<file path="src/rtl/serial_frame_tx.sv">
// serial_frame_tx
//   Parallel-in / serial-out frame transmitter. One DATA_W-bit word is taken
//   per handshake. It goes out as a start bit (0), then the data bits LSB
//   first, then a stop bit (1). Each bit is held for CLKS_PER_BIT clocks.
//   All state updates on the falling edge of clk.
// Ports
//   clk        clock; registers update on negedge
//   reset      asynchronous, active-high reset
//   tx_data    word to send; sampled only on the acceptance edge
//   tx_valid   producer has a word on tx_data
//   tx_ready   block can accept a word (registered, high only in IDLE)
//   tx_serial  serial line, idle high (registered)
//   tx_busy    frame in progress (registered)
//   tx_done    one-cycle pulse when the stop bit has completed
module serial_frame_tx #(
  parameter int DATA_W       = 8,
  parameter int CLKS_PER_BIT = 4
) (
  input  logic              clk,
  input  logic              reset,
  input  logic [DATA_W-1:0] tx_data,
  input  logic              tx_valid,
  output logic              tx_ready,
  output logic              tx_serial,
  output logic              tx_busy,
  output logic              tx_done
);

  localparam int BW = $clog2(CLKS_PER_BIT) + 1;
  localparam int CW = $clog2(DATA_W) + 1;
  localparam logic [BW-1:0] BAUD_LAST = BW'(CLKS_PER_BIT - 1);
  localparam logic [CW-1:0] BIT_LAST  = CW'(DATA_W - 1);

  localparam logic [1:0] S_IDLE  = 2'd0;
  localparam logic [1:0] S_START = 2'd1;
  localparam logic [1:0] S_DATA  = 2'd2;
  localparam logic [1:0] S_STOP  = 2'd3;

  logic [1:0]        state;
  logic [BW-1:0]     baud;
  logic [CW-1:0]     bitn;
  logic [DATA_W-1:0] sh;
  logic              wrap;

  // A bit period ends when the baud counter reaches its last count. With
  // CLKS_PER_BIT==1 the counter stays at 0, so every edge is a wrap.
  assign wrap = (baud == BAUD_LAST);

  always_ff @(negedge clk or posedge reset) begin
    if (reset) begin
      state     <= S_IDLE;
      baud      <= '0;
      bitn      <= '0;
      sh        <= '0;
      tx_serial <= 1'b1;
      tx_ready  <= 1'b1;
      tx_busy   <= 1'b0;
      tx_done   <= 1'b0;
    end else begin
      tx_done <= 1'b0;
      baud    <= wrap ? '0 : baud + BW'(1);
      case (state)
        S_IDLE: begin
          baud <= '0;
          if (tx_valid) begin
            sh        <= tx_data;
            bitn      <= '0;
            state     <= S_START;
            tx_serial <= 1'b0;
            tx_ready  <= 1'b0;
            tx_busy   <= 1'b1;
          end
        end
        S_START: begin
          if (wrap) begin
            tx_serial <= sh[0];
            sh        <= sh >> 1;
            bitn      <= '0;
            state     <= S_DATA;
          end
        end
        S_DATA: begin
          if (wrap) begin
            if (bitn == BIT_LAST) begin
              state     <= S_STOP;
              tx_serial <= 1'b1;
            end else begin
              bitn      <= bitn + CW'(1);
              tx_serial <= sh[0];
              sh        <= sh >> 1;
            end
          end
        end
        S_STOP: begin
          if (wrap) begin
            state    <= S_IDLE;
            tx_done  <= 1'b1;
            tx_ready <= 1'b1;
            tx_busy  <= 1'b0;
          end
        end
        default: begin
          state     <= S_IDLE;
          baud      <= '0;
          tx_serial <= 1'b1;
          tx_ready  <= 1'b1;
          tx_busy   <= 1'b0;
        end
      endcase
    end
  end

endmodule

</file>
<file path="config.mk">
export PLATFORM = sky130hd
export DESIGN_NAME = serial_frame_tx
export DESIGN_NICKNAME = d
export VERILOG_FILES = /design/src/rtl/serial_frame_tx.sv
export SDC_FILE = /design/constraint.sdc
export NUM_CORES = 1
export LEC_CHECK = 0
export ABC_CLOCK_PERIOD_IN_PS = 5400
export BUFFER_PORTS_ARGS = -buffer_cell sky130_fd_sc_hd__buf_2
export CORE_MARGIN = 4
export CORE_UTILIZATION = 55
export CTS_CLUSTER_DIAMETER = 80
export CTS_CLUSTER_SIZE = 30
export DETAILED_ROUTE_END_ITERATION = 10
export PLACE_DENSITY = 0.76
export SETUP_SLACK_MARGIN = 0.05
export SLEW_MARGIN = 30
export SYNTH_ARGS = -nofsm -noshare
export SYNTH_HDL_FRONTEND = slang
export SYNTH_SLANG_ARGS = --single-unit
</file>
<file path="constraint.sdc">
create_clock -name clk -period 5.4 [get_ports clk]
set_input_delay 0.54 -clock clk [delete_from_list [all_inputs] [get_ports clk]]
set_output_delay 0.54 -clock clk [all_outputs]
set_load 0.1 [all_outputs]
</file>
After elaboration in Yosys (flattened, before gate mapping) --
Index checks and enable logic that the tools add are counted.
Cells by class: $add $sub $neg 2, equality and inequality tests 11, multiplexer cells 30, reductions and logical operators 7
Operators with widths (count):
- 8-bit two-way mux | 4
- 8-bit one-hot mux with 3 select lines | 1
- 4-bit two-way mux | 4
- 2-bit != test, second input constant | 6
- 4-bit one-hot mux with 3 select lines | 1
- 2-bit two-way mux | 5
- 5-bit AND reduction | 2
- 1-bit two-way mux | 9
- 2-bit one-hot mux with 4 select lines | 1
- 3-bit two-way mux | 2
- 4-bit by 1-bit adder with 4-bit output, second input constant | 1
- 2-bit equality test, second input constant | 2
- 4-bit by 3-bit equality test with 1-bit output, second input constant | 1
- 1-bit one-hot mux with 2 select lines | 2
- 4-bit AND reduction | 1
- 3-bit by 1-bit adder with 3-bit output, second input constant | 1
- 3-bit by 2-bit equality test with 1-bit output, second input constant | 1
- 1-bit one-hot mux with 3 select lines | 1
- 3-bit AND reduction | 1
- 3-bit nonzero test | 1
- 2-bit by 1-bit equality test with 1-bit output, second input constant | 1
- 2-bit logical NOT | 1
- 2-bit nonzero test | 1
Word-level totals: bits in registers 21, input bits 11, output and inout bits 4, logic and storage cells 58

Depth between registers and ports, before layout --
word-level depth 4, gate-level depth with buffers 7, gate-level depth less buffers 6

==> impl_metrics.csv <==
group,metric,value,unit
logic_synthesis,async_reset_ff_frac,1.00,
critical_path,r2r_slack,3.21,ns
logic_synthesis,syn_nets,117,
hold_path,worstHoldStart,"sh[7]",
drt,via_per_inst,5.52,
finish,layout.nets,135,
drt,drc_errors,0,
cts,post_cts_buffers,0,
die,die_h,52.5,um
place,portBuffers,14,
logic_synthesis,yosys_warnings,0,
timing,max_slew_margin,0.497,
critical_path,crit_buf_inv,1,
critical_path,crit_fanout,3,
critical_path,cp-end-kind,"output pin",
hold_path,hold_path.class,"reg2reg",
cts,clock-root-buffer,"clkbuf_4",
critical_path,cp.arrival,4.02,ns
drt,dr_total_vias,778,
timing,worstMarginPinSlew,0.753,ns
timing,report.final.slew_viol_count,0,
global_route,overflow,0,
cts,cts_tree,"built",
drt,detail-route-antenna-nets,0,
die,io_pins,15,
timing,fin_setup_tns,0,ns
cts,worst_skew_pair.late_latency,0.36,ns
place,gp_congestion,0.772,
timing,hold_ws,0.477,ns
cts,holdBufCountCts,0,
die,fp.coreArea,1800,um2
finish,area_growth,13.3,%
hold_path,worstHoldPathCells,1,
timing,rsz0062_at_grt,"no",
logic_synthesis,netlist_instances,99,
cts,clk_pin_slew,0.08,ns
place,dp_hpwl,1.40,mm
cts,numCtsBuffers,3,
drt,avgRoutedWirePerCell,13.8,um
power_and_ir_drop,peakVddDrop,0.598,mV
finish,drive_gt1_frac,0.259,
timing,final_hold_viol_count,0,
drt,drtIter0Drc,22,
job,cap_violations,0,
logic_synthesis,ys.flop_type,"dfrtn_1",
cts,cts_sinks,21,
cts,cts_resized,0,
cts,htree_levels,1,
global_route,grt_max_degree,22,
critical_path,critPathKind,"reg2out",
logic_synthesis,synthesis.area,1090,um2
die,rows,15,
die,start_util,0.604,
global_route,first_global_vias,759,
drt,drt_wl_total,1.95,mm
critical_path,r2r.worst_path.cells,7,
timing,setup_viol,0,
critical_path,cp_data_required_time,4.86,ns
power_and_ir_drop,cellLeakagePower,0.598,nW
cts,clockBufferDepth,2,
logic_synthesis,synth_edf_count,0,
critical_path,r2r-end,"sh[7]",
critical_path,reg2reg_from,"state[0]",
logic_synthesis,ys_seq_area_frac,0.485,
finish,antenna_cells,0,
critical_path,startpoint_type,"register",
logic_synthesis,syn_avg_cell_area,11.0,um2
global_route,grt_pass1_wl,3.39,mm
critical_path,critPathMaxStageDelay,0.53,ns
logic_synthesis,synth.distinct_cells,31,
global_route,antenna_found_initial,0,
logic_synthesis,ys_seq_elements,21,
critical_path,path_cells,"buf_2",
critical_path,critPathTopFamily,"flip-flops",
timing,finClkSkew,0.0643,ns
drt,drtPass1Iterations,4,
global_route,track_usage,0.170,
status,outcome,"finished clean",
hold_path,hold_path_end,"sh[7]",
critical_path,crit_slowest_cell,"dfstp_2",
die,die_w,52.5,um
die,die_area,2750,um2
power_and_ir_drop,p_per_area,723,nW/um2
## stage by stage
stage	worst slack [ns]	total power [mW]	area [um2]	std cells	util
floorplan	1.18	0.683	1090	99	-
global placement	0.941	0.745	1180	136	0.653
detailed placement	0.898	0.769	1180	136	0.653
CTS	0.831	0.896	1230	141	0.685
global route	0.798	0.963	1230	141	0.685
finish	0.838	0.892	1230	141	0.685
## cells in the mapped netlist (2+ instances only)
library cell	n	area (um2)
nand2_1	4	15.0
nor2b_1	3	18.8
nand3_1	4	20.0
dfstp_2	2	52.6
mux2_2	2	22.5
mux2i_1	7	70.1
a31oi_1	7	43.8
dfrtn_1	19	475
ha_1	7	87.6
o21ai_0	4	20.0
inv_1	6	22.5
a21oi_1	11	55.1
nor2_1	4	15.0
nor3b_1	2	15.0
## cell families after synthesis
| family | share of synthesized area |
|---|---|
| and+or+nand+nor | 0.118 |
| muxes | 0.0988 |
| AOI/OAI and AO/OA | 0.178 |
| adders and majority gates | 0.0805 |
| DFF | 0.485 |
| buffers and inverters | 0.0391 |
## worst max path at each step
| stage | start | endpoint | slack [ns] | cells after the start |
|---|---|---|---|---|
| after global placement | tx_valid | sh[7] | 0.94 | 6 |
| after detailed placement | tx_valid | sh[7] | 0.90 | 6 |
| after CTS | tx_ready | tx_ready | 0.83 | 1 |
| final | tx_ready | tx_ready | 0.84 | 1 |
| after floorplan | tx_valid | sh[7] | 1.18 | 4 |
| after global routing | tx_ready | tx_ready | 0.80 | 1 |
## power breakdown
group	switching, mW	internal, mW
clock network	0.0520	0.0770
logic	0.295	0.197
registers	0.0388	0.232
total	0.386	0.506
## flip-flops by register name, summed over array words and instances (netlist names)
register,cells
sh,8
bitn,4
baud,3
state,2
tx_busy,1
tx_done,1
tx_ready,1
tx_serial,1
## layout by cell type, fill, tap and decap left out, types with 2 or more instances in the layout
cell | synthesis | final
mux2_2 | 2 | 2
dfstp_2 | 2 | 2
buf_2 | 1 | 14
a21oi_1 | 11 | 11
nor3b_1 | 2 | 2
dfrtn_1 | 19 | 19
inv_1 | 6 | 7
mux2i_1 | 7 | 7
clkbuf_4 | 0 | 3
nand2_1 | 4 | 4
nor2_1 | 4 | 4
a31oi_1 | 7 | 7
nand3_1 | 4 | 4
o21ai_0 | 4 | 4
ha_1 | 7 | 7
nor2b_1 | 3 | 3
## final cells by class
type	count	area [um2]
clock buffers	3	22.5
clock inverters	3	37.5
fillers	137	568
inverters	5	18.8
multi-input cells	69	518
flip-flops and latches	21	528
well taps	25	31.3
repair buffers	15	77.6
## routing by layer
| metal | global-route usage | up-vias | share of wire |
|---|---|---|---|
| met5 | 0 | - | 0 |
| met4 | 0.0766 | 0 | 0.021 |
| met3 | 0.0342 | 4 | 0.040 |
| met2 | 0.287 | 13 | 0.47 |
| met1 | 0.206 | 374 | 0.47 |
| li1 | - | 387 | - |
Note: power is estimated with default switching activity, not from simulation.
